`config.mk`:
```
export PLATFORM = sky130hd
export DESIGN_NAME = stim_clock_sequencer
export DESIGN_NICKNAME = d
export VERILOG_FILES = /design/src/rtl/stim_clock_sequencer_pkg.sv /design/src/rtl/stim_delay_chain.sv /design/src/rtl/stim_clock_sequencer.sv
export SDC_FILE = /design/constraint.sdc
export NUM_CORES = 1
export LEC_CHECK = 0
export ABC_AREA = 1
export BUFFER_PORTS_ARGS = -buffer_cell sky130_fd_sc_hd__buf_2
export CORE_ASPECT_RATIO = 0.6
export CORE_UTILIZATION = 60
export DETAILED_ROUTE_END_ITERATION = 8
export PLACE_DENSITY = 0.84
export SLEW_MARGIN = 20
export SYNTH_ARGS = -nofsm -noshare
export SYNTH_HDL_FRONTEND = slang
export SYNTH_SLANG_ARGS = --single-unit
```
`constraint.sdc`:
```
create_clock -name clk -period 6.7 [get_ports clk]
set_input_delay 0.67 -clock clk [delete_from_list [all_inputs] [get_ports clk]]
set_output_delay 0.67 -clock clk [all_outputs]
set_load 0.02 [all_outputs]
```
`src/rtl/stim_clock_sequencer_pkg.sv`:
```
// Shared types and helpers for the stimulus clock sequencer.
package stim_clock_sequencer_pkg;

  typedef enum logic [1:0] {
    IDLE    = 2'd0,
    RUN_REC = 2'd1,
    RUN_OFF = 2'd2,
    DONE    = 2'd3
  } state_t;

  localparam int unsigned SAT_MAX_W = 64;

  // Double v within a w-bit field; once the top bit of the field is set the
  // result clamps to all-ones instead of shifting it out.
  function automatic logic [SAT_MAX_W-1:0] sat_double(
    input logic [SAT_MAX_W-1:0] v,
    input int unsigned          w
  );
    logic [SAT_MAX_W-1:0] mask;
    logic                 msb;
    mask = (w >= SAT_MAX_W) ? '1 : ((SAT_MAX_W'(1) << w) - SAT_MAX_W'(1));
    msb  = |(v & (SAT_MAX_W'(1) << (w - 1)));
    if (msb) return mask;
    return (v << 1) & mask;
  endfunction

endpackage

```
`src/rtl/stim_delay_chain.sv`:
```
// Registered inverter chain: stage 0 = ~i_d, stage k = ~stage k-1, one flop each.
module stim_delay_chain #(
  parameter int unsigned STAGES = 3
) (
  input  logic              i_clk,
  input  logic              i_rst_n,
  input  logic              i_d,
  output logic [STAGES-1:0] o_q
);

  logic [STAGES-1:0] r_q;

  // Shift the inverted value one stage per clock.
  always_ff @(posedge i_clk) begin
    if (!i_rst_n) begin
      r_q <= '0;
    end else begin
      r_q[0] <= ~i_d;
      for (int unsigned k = 1; k < STAGES; k++) begin
        r_q[k] <= ~r_q[k-1];
      end
    end
  end

  assign o_q = r_q;

endmodule

```
`src/rtl/stim_clock_sequencer.sv`:
```
// Stimulus clock sequencer: divided clock, edge counting/timestamping,
// saturating doubling accumulator and a record-window FSM ending in a finish
// request. Define STIM_CLOCK_SEQUENCER_CHAIN_EN to build the inverted delay
// chain on gclk_chain; otherwise gclk_chain is tied to zero.
module stim_clock_sequencer
  import stim_clock_sequencer_pkg::*;
#(
  parameter int unsigned CNT_W  = 32,
  parameter int unsigned DIV_W  = 8,
  parameter int unsigned STAGES = 3,
  parameter int unsigned ACC_W  = 16
) (
  input  logic              clk,
  input  logic              rst_n,
  input  logic              start,
  input  logic [DIV_W-1:0]  half_div,
  input  logic [CNT_W-1:0]  off_cnt,
  input  logic [CNT_W-1:0]  on_cnt,
  input  logic [CNT_W-1:0]  end_cnt,
  output logic              gclk,
  output logic [STAGES-1:0] gclk_chain,
  output logic [CNT_W-1:0]  edge_cnt,
  output logic [CNT_W-1:0]  t_stamp,
  output logic [ACC_W-1:0]  acc,
  output logic              edge_evt,
  output logic              rec_en,
  output logic              busy,
  output logic              done
);

  state_t             r_state, w_state_nxt;
  logic [DIV_W-1:0]   r_div, r_phase, w_div_in;
  logic [CNT_W-1:0]   r_off, r_on, r_end, r_timer, r_edge_cnt, r_t_stamp, w_edge_nxt;
  logic [ACC_W-1:0]   r_acc, w_acc_dbl;
  logic               r_gclk, r_evt, r_rec, r_busy, r_done;
  logic               w_start, w_run, w_toggle, w_rise;
  logic [STAGES-1:0]  w_chain;

  assign w_run      = (r_state == RUN_REC) || (r_state == RUN_OFF);
  assign w_start    = start && !w_run;
  assign w_toggle   = w_run && (r_phase == '0);
  assign w_rise     = w_toggle && !r_gclk;
  assign w_edge_nxt = r_edge_cnt + CNT_W'(1);
  assign w_div_in   = (half_div == '0) ? DIV_W'(1) : half_div;
  assign w_acc_dbl  = ACC_W'(sat_double(SAT_MAX_W'(r_acc), ACC_W));

  // Next state: thresholds are matched against the post-increment edge count,
  // end taking priority over off/on.
  always_comb begin
    w_state_nxt = r_state;
    unique case (r_state)
      IDLE, DONE: if (start) w_state_nxt = RUN_REC;
      RUN_REC: if (w_rise) begin
        if (w_edge_nxt == r_end)      w_state_nxt = DONE;
        else if (w_edge_nxt == r_off) w_state_nxt = RUN_OFF;
      end
      RUN_OFF: if (w_rise) begin
        if (w_edge_nxt == r_end)      w_state_nxt = DONE;
        else if (w_edge_nxt == r_on)  w_state_nxt = RUN_REC;
      end
      default: w_state_nxt = IDLE;
    endcase
  end

  // State register plus status flags registered from the next state, so they
  // change in the same cycle as the matching gclk rise.
  always_ff @(posedge clk) begin
    if (!rst_n) begin
      r_state <= IDLE;
      r_rec   <= 1'b0;
      r_busy  <= 1'b0;
      r_done  <= 1'b0;
    end else begin
      r_state <= w_state_nxt;
      r_rec   <= (w_state_nxt == RUN_REC);
      r_busy  <= (w_state_nxt == RUN_REC) || (w_state_nxt == RUN_OFF);
      r_done  <= (w_state_nxt == DONE);
    end
  end

  // Divider, cycle timer, edge counter, timestamp and accumulator. gclk stops
  // toggling outside RUN_*, which freezes it high after the final rise.
  always_ff @(posedge clk) begin
    if (!rst_n) begin
      r_div      <= '0;
      r_phase    <= '0;
      r_off      <= '0;
      r_on       <= '0;
      r_end      <= '0;
      r_timer    <= '0;
      r_edge_cnt <= '0;
      r_t_stamp  <= '0;
      r_acc      <= ACC_W'(1);
      r_gclk     <= 1'b0;
      r_evt      <= 1'b0;
    end else begin
      r_evt <= 1'b0;
      if (w_start) begin
        r_div      <= w_div_in;
        r_phase    <= w_div_in - DIV_W'(1);
        r_off      <= off_cnt;
        r_on       <= on_cnt;
        r_end      <= end_cnt;
        r_timer    <= '0;
        r_edge_cnt <= '0;
        r_t_stamp  <= '0;
        r_acc      <= ACC_W'(1);
        r_gclk     <= 1'b0;
      end else if (w_run) begin
        r_timer <= r_timer + CNT_W'(1);
        if (w_toggle) begin
          r_phase <= r_div - DIV_W'(1);
          r_gclk  <= ~r_gclk;
          if (w_rise) begin
            r_edge_cnt <= w_edge_nxt;
            r_t_stamp  <= r_timer + CNT_W'(1);
            r_acc      <= w_acc_dbl;
            r_evt      <= 1'b1;
          end
        end else begin
          r_phase <= r_phase - DIV_W'(1);
        end
      end
    end
  end

`ifdef STIM_CLOCK_SEQUENCER_CHAIN_EN
  stim_delay_chain #(.STAGES(STAGES)) u_chain (
    .i_clk   (clk),
    .i_rst_n (rst_n),
    .i_d     (r_gclk),
    .o_q     (w_chain)
  );
`else
  assign w_chain = '0;
`endif

  assign gclk       = r_gclk;
  assign gclk_chain = w_chain;
  assign edge_cnt   = r_edge_cnt;
  assign t_stamp    = r_t_stamp;
  assign acc        = r_acc;
  assign edge_evt   = r_evt;
  assign rec_en     = r_rec;
  assign busy       = r_busy;
  assign done       = r_done;

endmodule

```
==> run summary, run 1 <==
On the final layout, the worst clock skew is 0.00869 ns. The hold violation total from the final report is 0. Along the worst path, the maximum fanout reaches 68. Summed over all instances, the cell type with the most area after synthesis is sky130_fd_sc_hd__dfxtp_1. The H-tree depth reported by CTS is 1. The library cells used most frequently in the layout, excluding fill and tap cells, are sky130_fd_sc_hd__nand2_1, sky130_fd_sc_hd__inv_1, sky130_fd_sc_hd__dfxtp_1. The data required time at the worst endpoint is 7.14 ns. The xor/xnor share of the synthesized area came out at 2.29%. The count of warnings emitted by yosys is 0.

The synthesized design contains 231 register bits. The CTS buffer count is 22. The global routing stage identified its most utilized layer as met1. The met2 usage in global routing came out at 50.0%.

The number of max-slew violations in the final report came out at 0. The largest vdd supply drop is 233 uV. Entering global routing, the biggest net connects 113 pins. The width of the chip is 187 um. The area growth from synthesis to layout is 15.5%. The number of synthesized flops with an enable pin came out at 0. After clock tree synthesis, the repair step resized 0 gates.

The total of fill cells in the finished design came out at 1778. Setup repair after global routing left no endpoint under its margin. Clock latency on the worst-skew pair, taken at its later pin, is 0.51 ns. The setup fix buffers added after clock tree synthesis is 0.

The post-synthesis adder-cell area fraction came out at 0.714%. The number of DRC markers in iteration 0 came out at 1711. The clock edge transition at the registers on the reported setup and hold paths is 0.07 ns. The run finished with clean final reports.

The worst slew slack as a fraction of its limit came out at 33.6%. For the pin with the worst max-slew slack, the measured transition is 0.995 ns. The fmax came out at 229 MHz. The floorplan has 40 rows. Clock tree synthesis found a total of 231 sinks. The first global-routing pass estimated 61000 um of wire.

Counting along the longest clock path gives a buffer depth of 3. By area, the combinational part of the netlist is dominated by simple AND/OR/NAND/NOR gates. Summed over its instances, the top area cell type makes up 37.7% of the synthesized netlist area. The count of maximum capacitance violations is 0. The post-route core utilization is 70.7%. The number of ports placed on the die boundary came out at 195.

The final cell count without fillers came out at 2331. The congestion estimate from routability-driven global placement came to 1.02. The leakage dissipation came out at 0.00700 uW. In the synthesized netlist the dominant register cell turns out to be sky130_fd_sc_hd__dfxtp_1.

The cell area power density is 250 nW/um^2. Buffers placed on the I/O ports in this run total 191. The floorplan die height is 113 um.

Synthesis produced 1891 cells. The simple-gate share of the synthesized area is 32.5%. The proportion of register bits with asynchronous set or reset after synthesis came out at 0%. The minimum period implied by the final worst setup slack is 4.37 ns. For this block, the routed nets add up to 39300 um of wire. The final layout contains 2155 nets.

In the synthesized netlist, mux cells make up 0% of the area. The hold buffer count at CTS came out at 0. The area enclosed by the die boundary is 21000 um^2. The total standard cell area after synthesis came out at 12300 um^2. The number of global-route vias before repair came to 11400.

CTS placed an instance of sky130_fd_sc_hd__clkbuf_16 at the clock tree root. The critical path is of the reg -> reg type. TritonCTS built the clock tree. The average instance area after synthesis is 6.48 um^2. The number of setup violations in the final report is 0. The half-perimeter wire length of the detailed placement result is 28800 um. In the global route stage, overall resource usage came out at 36.7%. The number of nets with antenna violations after routing came out at 0. Yosys attributes the largest share of cell area to sky130_fd_sc_hd__dfxtp_1, sky130_fd_sc_hd__nand2_1, sky130_fd_sc_hd__o21ai_0.

The count of cell types in the netlist is 40. The global routing met3 resource utilization came out at 10.4%. The total power came out at 3540 uW. The number of antenna violations at the first check in global routing came out at 1.

The via density per instance is 5.63. For this configuration, the core starts out at a cell density of 61.2%. The total negative slack is 0 ns. The met1 track demand over resource came out at 57.0%. The total instance count after detailed placement is 2290. The average wire per standard cell is 16.9 um. STA classifies the critical path startpoint as a flip-flop. The fraction of the mapped netlist area in compound gates is 16.3%. The core region area is 20000 um^2.

Leaving out fill and tap cells, the most frequent cell in the layout is sky130_fd_sc_hd__nand2_1. The post-route worst hold slack is 0.407 ns. The share of post-route cells with drive strength above 1 is 14.0%.

The detailed-routing iteration count for the pre-antenna-repair pass is 6. The worst setup path is captured at a flip-flop. In the finished design, the share of the clock period the worst path needs comes to 65.2%. The detailed-route DRC error count is 0. The total grt overflow is 0.

The critical path arrival is 4.81 ns. In this run the worst hold path is classified as in -> reg. The vias after detailed routing came out at 13100. The register area share after synthesis came out at 37.7%.
## per-layer routing
metal  up-vias  wire, um
met2       710     15000
met1      5979     18200
met4         2       631
li1       6380         -
met3        54      5540
met5         -         8
## power breakdown
group	internal [uW]	switching [uW]	total (uW)
logic	188	403	591
registers	1470	81.6	1550
clock network	848	553	1400
total	2510	1040	3540
## cell families (layout without fill, tap and decap cells)
kind of cell / Yosys count / in the layout
other: 1 / 4
xor gates and xnor gates: 32 / 32
AOI/OAI and AO/OA: 381 / 381
DFF: 231 / 231
buffers and inverters: 329 / 493
and+or+nand+nor: 910 / 910
adders and majority gates: 7 / 7
## through the flow
stage                     worst slack (ns)  area [um^2]
after floorplan                       4.09        12300
after CTS                             2.50        14200
final                                 2.33        14200
after global routing                  1.99        14200
after global placement                2.75        13300
after detailed placement              2.51        13300
## synth_stat cells (all sizes together) (2+ instances only)
| cell type | n |
|---|---|
| clkbuf | 63 |
| o21ai | 205 |
| nand3 | 171 |
| or2 | 4 |
| nand3b | 22 |
| inv | 252 |
| o22ai | 2 |
| buf | 13 |
| nand2 | 454 |
| nor2 | 221 |
| o21bai | 13 |
| xor2 | 28 |
| nand4 | 19 |
| dfxtp | 231 |
| o211ai | 19 |
| a21oi | 138 |
| xnor2 | 4 |
| ha | 7 |
| nor3 | 16 |
## flip-flops by register name (all words and copies together), names as in the netlist
signal    flops
t_stamp      32
r_end        32
r_state       2
done          1
r_phase       8
edge_cnt     32
busy          1
edge_evt      1
r_timer      32
r_div         8
acc          16
gclk          1
rec_en        1
r_off        32
r_on         32
## cell type report
class	instances	area [um^2]	share of cell area, %
Multi-Input combinational cell	1333	6390	45.2
Inverter	253	950	6.71
Tap cell	273	342	2.41
Timing Repair Buffer	200	1020	7.23
Clock inverter	10	159	1.12
Clock buffer	30	662	4.68
Antenna cell	1	2.50	0.0177
Sequential cell	231	4620	32.7
## critical path: stages, from the launching register on
cell and delay, ns:
sky130_fd_sc_hd__dfxtp_1 0.34, sky130_fd_sc_hd__inv_1 0.09, sky130_fd_sc_hd__ha_1 0.30, sky130_fd_sc_hd__buf_4 0.26, sky130_fd_sc_hd__inv_1 0.77, sky130_fd_sc_hd__nand2_1 0.10
sky130_fd_sc_hd__nor2_1 0.21, sky130_fd_sc_hd__nand3_2 0.09, sky130_fd_sc_hd__clkinv_1 0.05, sky130_fd_sc_hd__buf_4 0.54, sky130_fd_sc_hd__nand2_1 0.11, sky130_fd_sc_hd__nor2_1 0.14
sky130_fd_sc_hd__nand3_1 0.08, sky130_fd_sc_hd__nor2_1 0.14, sky130_fd_sc_hd__nand2_1 0.07, sky130_fd_sc_hd__nor2_1 0.13, sky130_fd_sc_hd__nand3_1 0.11, sky130_fd_sc_hd__nand3_1 0.08
sky130_fd_sc_hd__nand2_1 0.06, sky130_fd_sc_hd__nand3_1 0.08, sky130_fd_sc_hd__nand2_1 0.10, sky130_fd_sc_hd__inv_1 0.10, sky130_fd_sc_hd__ha_1 0.23, sky130_fd_sc_hd__nor2_1 0.09
## path summary, 6_finish.rpt
| path | slack, ns | end | cells after the start | start |
|---|---|---|---|---|
| worst max-delay path | 2.33 | busy$_SDFF_PN0_ | 23 | r_state[0]$_SDFF_PN0_ |
| worst min register to register | 0.46 | t_stamp[5]$_SDFFE_PP0P_ | 2 | t_stamp[5]$_SDFFE_PP0P_ |
| worst min-delay path | 0.41 | r_end[3]$_SDFFE_PN0P_ | 3 | end_cnt[3] |
| worst max register to register | 2.33 | busy$_SDFF_PN0_ | 23 | r_state[0]$_SDFF_PN0_ |
(Power assumes the default switching activity.)
==> run 2, diff against run 1 <==
- ABC_AREA: 1 -> 0
- CORE_UTILIZATION: 60 -> 52
- PLACE_DENSITY: 0.84 -> 0.77
- clock period: 6.7 -> 3.98 ns (I/O delays scaled with it)
==> run summary, run 2 <==
Among all cell types in the netlist, the one instantiated most often is sky130_fd_sc_hd__nand2_1. The total of fill cells in the finished design came out at 2090. The synthesized netlist occupies a cell area of 12300 um^2. The leakage dissipation came out at 0.00570 uW.

The area share of the largest cell type after synthesis is 37.5%. The peak per-stage delay on the critical path came out at 0.67 ns. The maximum fanout encountered on the critical timing path came out at 5.

Of the synthesized area, sequential elements account for 37.5%. The most common flop cell mapped by yosys is sky130_fd_sc_hd__dfxtp_1. The detailed-routing iteration count for the pre-antenna-repair pass came out at 6. The signal on the critical path passes through nand4_4 -> or4_1 -> o21ai_0 -> o21ai_0 -> or4_1 -> or4_1 -> or3_1 -> a21o_1 -> nor2_1 -> ha_1 -> nor2_1. In the final timing run, aggregate negative setup slack is 0 ns.

The placement row count came out at 43. The source of the worst hold timing path is end_cnt[29]. The area added between synthesis and finish is 19.6%. The commonest cells after synthesis are sky130_fd_sc_hd__nand2_1, sky130_fd_sc_hd__dfxtp_1, sky130_fd_sc_hd__nor2_1, sky130_fd_sc_hd__a21oi_1, sky130_fd_sc_hd__xnor2_1. The number of max-slew violations in the final report came out at 0. The proportion of register bits with asynchronous set or reset after synthesis is 0%.

The clock arrives with 0.0284 ns of skew. Counting along the longest clock path gives a buffer depth of 3. The clock edge transition at the registers on the reported setup and hold paths is 0.06 ns.

Routability-driven placement finished with a final weighted congestion of 1.06. The critical path contains buffers and inverters numbering 0 combined. The hold buffer count at CTS came out at 0. Setup violations remaining at the end of the flow were counted as 0. The critical path capture point type is a flip-flop. In this run the power density over the cells is 428 nW/um^2.

The flip-flop and latch count after synthesis is 231. The share of the cycle needed by the critical path after routing came out at 95.1%. IR analysis of the VDD net gives a maximum drop of 292 uV. The total grt overflow is 0. The data required time at the worst endpoint came out at 4.45 ns. Based on the critical path, the design can be clocked at up to 264 MHz. The via density per instance is 5.96. The share of post-route cells with drive strength above 1 is 19.9%. Across the run, the number of max-cap violations was 0.

The area taken by multi-input logic gates is 7110 um^2. The run finished with clean final reports. The number of antenna violations at the first check in global routing is 1. Registers take 4630 um^2.

During I/O placement, the number of pins put on the boundary was 195. Setup slack on the critical path of the routed design comes to 0.194 ns. In this run the clock root is driven by a sky130_fd_sc_hd__clkbuf_16. The clock sink count came out at 231.

In this run the number of H-tree levels came out at 1. Counting I/O delays and the setup requirement, the final critical path takes 3.79 ns. The count of warnings emitted by yosys came out at 0.

The count of port buffers added during placement is 191. In the layout the commonest cells are sky130_fd_sc_hd__nand2_1, sky130_fd_sc_hd__dfxtp_1, sky130_fd_sc_hd__buf_2. The insertion delay to the later sink of the worst-skew pair is 0.54 ns. The pre-CTS setup slack is 0.158 ns. On the critical path the largest part of the delay comes from simple AND/OR/NAND/NOR gates. The average instance area after synthesis is 7.73 um^2. The net total in the final layout is 1903. The first global-routing pass estimated 66800 um of wire.

The effective utilization at floorplan is 53.1%. For this block, the initial DRC count from the detailed router was 1486. TritonCTS built the clock tree.

Global routing used 36.3% of the available tracks across all layers. The most common cell after layout, fill and taps aside is sky130_fd_sc_hd__nand2_1. The width of the chip came out at 201 um. The number of global-route vias before repair is 11000. The average wire per standard cell came out at 21.3 um. The count of inserted antenna diode cells is 0. In this run the worst hold path is classified as in -> reg. The worst setup path is of the reg -> reg kind.

The vias after detailed routing is 12600. The timing startpoint of the critical path is edge_cnt[5]$_SDFFE_PP0P_. The floorplan die height came out at 121 um. The critical path arrival came out at 4.25 ns.

Yosys attributes the largest share of cell area to sky130_fd_sc_hd__dfxtp_1, sky130_fd_sc_hd__nand2_1, sky130_fd_sc_hd__xnor2_1. The detailed-route DRC error count came out at 0. The cell count after synthesis came out at 1594. The count of cell types in the netlist is 76. The cell that appears most often on the critical path is sky130_fd_sc_hd__or4_1. The final wirelength is 45100 um. The origin of the critical flop-to-flop path is edge_cnt[5]$_SDFFE_PP0P_. STA classifies the critical path startpoint as a flip-flop.

The pin slew with the least headroom to its limit came out at 0.809 ns. After legalization and detailed placement, the total HPWL measured 35000 um. The CTS buffer count is 22. The core region area is 23200 um^2. Of all cell types, the one taking the most synthesized area is sky130_fd_sc_hd__dfxtp_1. The largest individual stage delay along the critical path comes from the cell sky130_fd_sc_hd__or4_1. Setup repair after global routing left no endpoint under its margin.

In this run the remaining antenna-violating nets after routing total 0. Cells fill 63.5% of the core in the end. The number of synthesized flops with an enable pin is 0. The pin count of the biggest net entering global routing came out at 84. The completed layout was analyzed and its total power is 6310 uW. The worst pin sits at a relative slew slack of 46.0%. The area enclosed by the die boundary came out at 24300 um^2. The hold violation total from the final report is 0.
[run 2: changes by cell type after synthesis, moves of 18 or more]
cell	previous run	this run
sky130_fd_sc_hd__nor4_1	1	22
sky130_fd_sc_hd__nand2_1	435	284
sky130_fd_sc_hd__o21ai_0	202	48
sky130_fd_sc_hd__xor2_1	28	57
sky130_fd_sc_hd__o211ai_1	19	1
sky130_fd_sc_hd__or3_1	0	21
sky130_fd_sc_hd__nor2_1	208	165
sky130_fd_sc_hd__clkbuf_1	63	95
sky130_fd_sc_hd__nand3b_1	22	3
sky130_fd_sc_hd__a211oi_1	0	37
sky130_fd_sc_hd__nor3_1	15	63
sky130_fd_sc_hd__xnor2_1	4	105
sky130_fd_sc_hd__inv_1	248	19
sky130_fd_sc_hd__nand3_1	167	42
[run 2: layer usage]
metal  wire length (um)  vias to the layer above  track usage, %  part of all wire [%]
met3               6580                       47            14.0                    15
met5                  0                        -               0                     0
met2              15500                      735            43.1                    35
li1                   -                     5911               -                     -
met1              22300                     5924            58.3                    49
met4                652                        0            6.54                   1.4
[run 2: timing repair]
item	4_1_cts	5_1_grt
hold endpoints to repair	0	0
setup endpoints to repair	0	3
buffers inserted	0	2
resized for setup	0	4
[run 2: layout make-up]
type                       instances  share of cell area [%]
multi-input combinational       1218                    48.3
sequential                       231                    31.4
timing repair buffer             295                    12.0
clock buffer                      30                    4.22
tap                              315                    2.68
clock inverter                     7                   0.934
inverter                          21                   0.544
[run 2: power breakdown]
group	internal [uW]	switching, uW
combinational	481	842
clock	1350	923
sequential	2500	207
total	4340	1970
[run 2: tightest hold or removal path: stages]
cell                      delay [ns]
sky130_fd_sc_hd__buf_2          0.09
sky130_fd_sc_hd__nand2_1        0.05
sky130_fd_sc_hd__a21oi_1        0.05
[run 2: through the flow]
step / cell area (um^2) / std cells / hold WS [ns]
global route: 14700 / 2117 / 0.104
floorplan: 12300 / 1596 / 0.436
global placement: 14000 / 2078 / 0.443
finish: 14700 / 2117 / 0.0959
detailed placement: 14000 / 2078 / 0.449
CTS: 14700 / 2115 / 0.0941
[run 2: kinds of logic (layout without fill, tap and decap cells)]
| family | count (synthesis) | after routing | synth area share [%] |
|---|---|---|---|
| mux | 6 | 6 | 0.498 |
| simple gates | 720 | 720 | 27.6 |
| compound gates | 312 | 312 | 15.7 |
| xor+xnor | 170 | 170 | 13.0 |
| other cells | 1 | 3 | 0.0304 |
| fa+ha+maj | 7 | 7 | 0.711 |
| buf+inv | 147 | 353 | 4.97 |
| flops | 231 | 231 | 37.5 |
[run 2: worst paths after layout]
kind	cells after the start	slack, ns	endpoint
hold / removal	3	0.1	r_end[29]$_SDFFE_PN0P_
setup / recovery	11	0.19	busy$_SDFF_PN0_
setup reg to reg	11	0.19	busy$_SDFF_PN0_
hold reg to reg	2	0.46	r_div[6]$_SDFFE_PN0P_
==> run 3, diff against run 2 <==
- ABC_AREA: 0 -> 1
==> run summary, run 3 (synthesis gave the netlist of run 1 again) <==
The flow ran to the end, and the final reports show no timing, DRC or antenna violations. The library cells used most frequently in the layout, excluding fill and tap cells, are sky130_fd_sc_hd__nand2_1, sky130_fd_sc_hd__inv_1, sky130_fd_sc_hd__dfxtp_1. Entering global routing, the biggest net connects 134 pins. The layout has 2225 filler cells. Across the VDD grid, the largest voltage drop is 263 uV. The critical path capture point type is a flip-flop.

The peak per-stage delay on the critical path is 0.48 ns. The leakage dissipation came out at 0.00699 uW. The CTS buffer count is 23. The total negative slack came out at 0 ns. TritonCTS built the clock tree.

The total grt overflow came out at 0. The minimum period implied by the final worst setup slack came out at 3.46 ns. The number of gates given a new drive strength after cts is 0. The critical path arrival is 3.91 ns. The maximum fanout encountered on the critical timing path is 8. The count of nets left with antenna violations once routing finished came out at 0. The total power came out at 5740 uW. In the final layout, flip-flops and latches occupy 4620 um^2.

The type of the worst setup path is reg -> reg. The H-tree depth reported by CTS came out at 1. The deepest clock path buffer count is 3.

The placement row count came out at 43. The detailed-route DRC error count came out at 0. The setup fix buffers added after clock tree synthesis is 0. The hold buffer count at CTS is 0. The half-perimeter wire length of the detailed placement result is 30500 um. The number of global-route vias before repair is 11200. The most common cell after layout, fill and taps aside is sky130_fd_sc_hd__nand2_1.

In this run the tool buffered the top-level ports with 191 buffer cells. The placer congestion estimate came out at 1.03. After layout, the worst path uses 86.9% of the clock period. The buffers plus inverters on the worst setup path came out at 1. The final wirelength came out at 40300 um.

Setup slack closes at 0.522 ns. Among cell families on the critical path, the largest total delay comes from simple AND/OR/NAND/NOR gates. The pin slew with the least headroom to its limit is 0.931 ns. The first global-routing pass estimated 62200 um of wire.

Based on the critical path, the design can be clocked at up to 289 MHz. The pre-CTS setup slack is 0.711 ns. The effective utilization at floorplan came out at 53.0%.

The count of maximum capacitance violations came out at 0. The area enclosed by the die boundary is 24200 um^2. Walking the worst path, the cells encountered are ha_1 -> nand2_2 -> nor2_8 -> nand3_1 -> nor2_1 -> nand2_1 -> nand3_1 -> nand3_1 -> nor2_1 -> nand2_1 -> nor2_1 -> nand3_1 -> o21bai_1 -> nand2_1 -> nand2_1 -> nand2_2 -> inv_2 -> ha_1 -> nor2_1. The number of setup violations in the final report is 0. The net total in the final layout is 2161. The type of the worst min-delay path is in -> reg. In this run, placement finished with an instance count of 2337. The first detailed-routing pass ran for 6 iterations. In the routed layout, each cell is associated on average with a via count of 5.46. In this run the count of I/O pins placed on the die edge is 195. Clock skew on the completed layout was measured at 0.0168 ns. The area growth from synthesis to layout is 15.5%. The cell area power density came out at 406 nW/um^2.

The count of inserted antenna diode cells is 0. The total routing resource utilization after global routing came out at 32.8%. The worst slew slack as a fraction of its limit came out at 37.7%. The data required time at the worst endpoint came out at 4.43 ns. The tightest hold path in the finished design has a slack of 0.131 ns.

The core region area came out at 23100 um^2. The worst setup path is launched from a flip-flop. The die is 121 um tall. Clock tree synthesis selected as its root buffer the cell sky130_fd_sc_hd__clkbuf_16. The number of max-slew violations in the final report is 0.

The area taken by multi-input logic gates is 6390 um^2. The share of post-route cells with drive strength above 1 is 13.9%. The clock edge transition at the registers on the reported setup and hold paths came out at 0.06 ns. For this design, the slowest cell found on the critical path is sky130_fd_sc_hd__dfxtp_1.

At the later pin of the worst-skew pair, clock insertion delay measures 0.53 ns. Counting every sink on the clock net gives 231. The width of the chip came out at 200 um. For this block, the initial DRC count from the detailed router was 1415. The number of antenna violations at the first check in global routing came out at 1. The hold violation total from the final report came out at 0. Once layout is complete, the cells apart from fillers number 2376. The vias after detailed routing came out at 13000. Setup repair after global routing left no endpoint under its margin. Dividing the detail-routed wire length by the instance count gives 17.0 um.
[run 3: changes by cell type in the layout (fill, tap and decap cells not counted), sizes merged, moves of 55 or more]
| cell | delta |
|---|---|
| nand3 | +128 |
| buf | -90 |
| o21ai | +156 |
| inv | +231 |
| nor2 | +55 |
| nand2 | +170 |
| xnor2 | -101 |
[run 3: metal layers]
metal / wire [um] / vias to the layer above / GRT usage (%)
met5: 143 / - / 3.99
met4: 504 / 4 / 5.24
met3: 5010 / 41 / 8.89
met2: 14700 / 660 / 41.3
met1: 19900 / 5894 / 53.3
li1: - / 6384 / -
[run 3: final cells by class]
cell class              instances  area share (%)
inverters                     253            6.71
multi-input cells            1333            45.1
clock inverters                 3           0.283
flip-flops and latches        231            32.7
well taps                     315            2.78
clock buffers                  36            4.83
repair buffers                205            7.58
[run 3: tightest hold or removal path: stages]
cell and delay (ns):
sky130_fd_sc_hd__buf_2 0.07, sky130_fd_sc_hd__o21ai_0 0.07, sky130_fd_sc_hd__nor2_1 0.07
[run 3: stage by stage]
| stage | area [um^2] | util [%] |
|---|---|---|
| global placement | 13400 | 58.1 |
| floorplan | 12300 | - |
| global route | 14200 | 61.2 |
| detailed placement | 13400 | 58.1 |
| finish | 14200 | 61.2 |
| CTS | 14200 | 61.2 |
[run 3: final timing paths]
kind / slack, ns / to / cells after the start / start
setup / recovery: 0.52 / busy$_SDFF_PN0_ / 19 / edge_cnt[0]$_SDFFE_PP0P_
hold / removal: 0.13 / r_end[24]$_SDFFE_PN0P_ / 3 / end_cnt[24]
setup reg to reg: 0.52 / busy$_SDFF_PN0_ / 19 / edge_cnt[0]$_SDFFE_PP0P_
hold reg to reg: 0.45 / r_div[7]$_SDFFE_PN0P_ / 2 / r_div[7]$_SDFFE_PN0P_
[run 3: where the power goes]
part	switching [uW]	internal, uW	leakage [uW]
clock	909	1240	0.000357
combinational	654	320	0.00474
sequential	143	2480	0.00189
total	1710	4040	0.00699
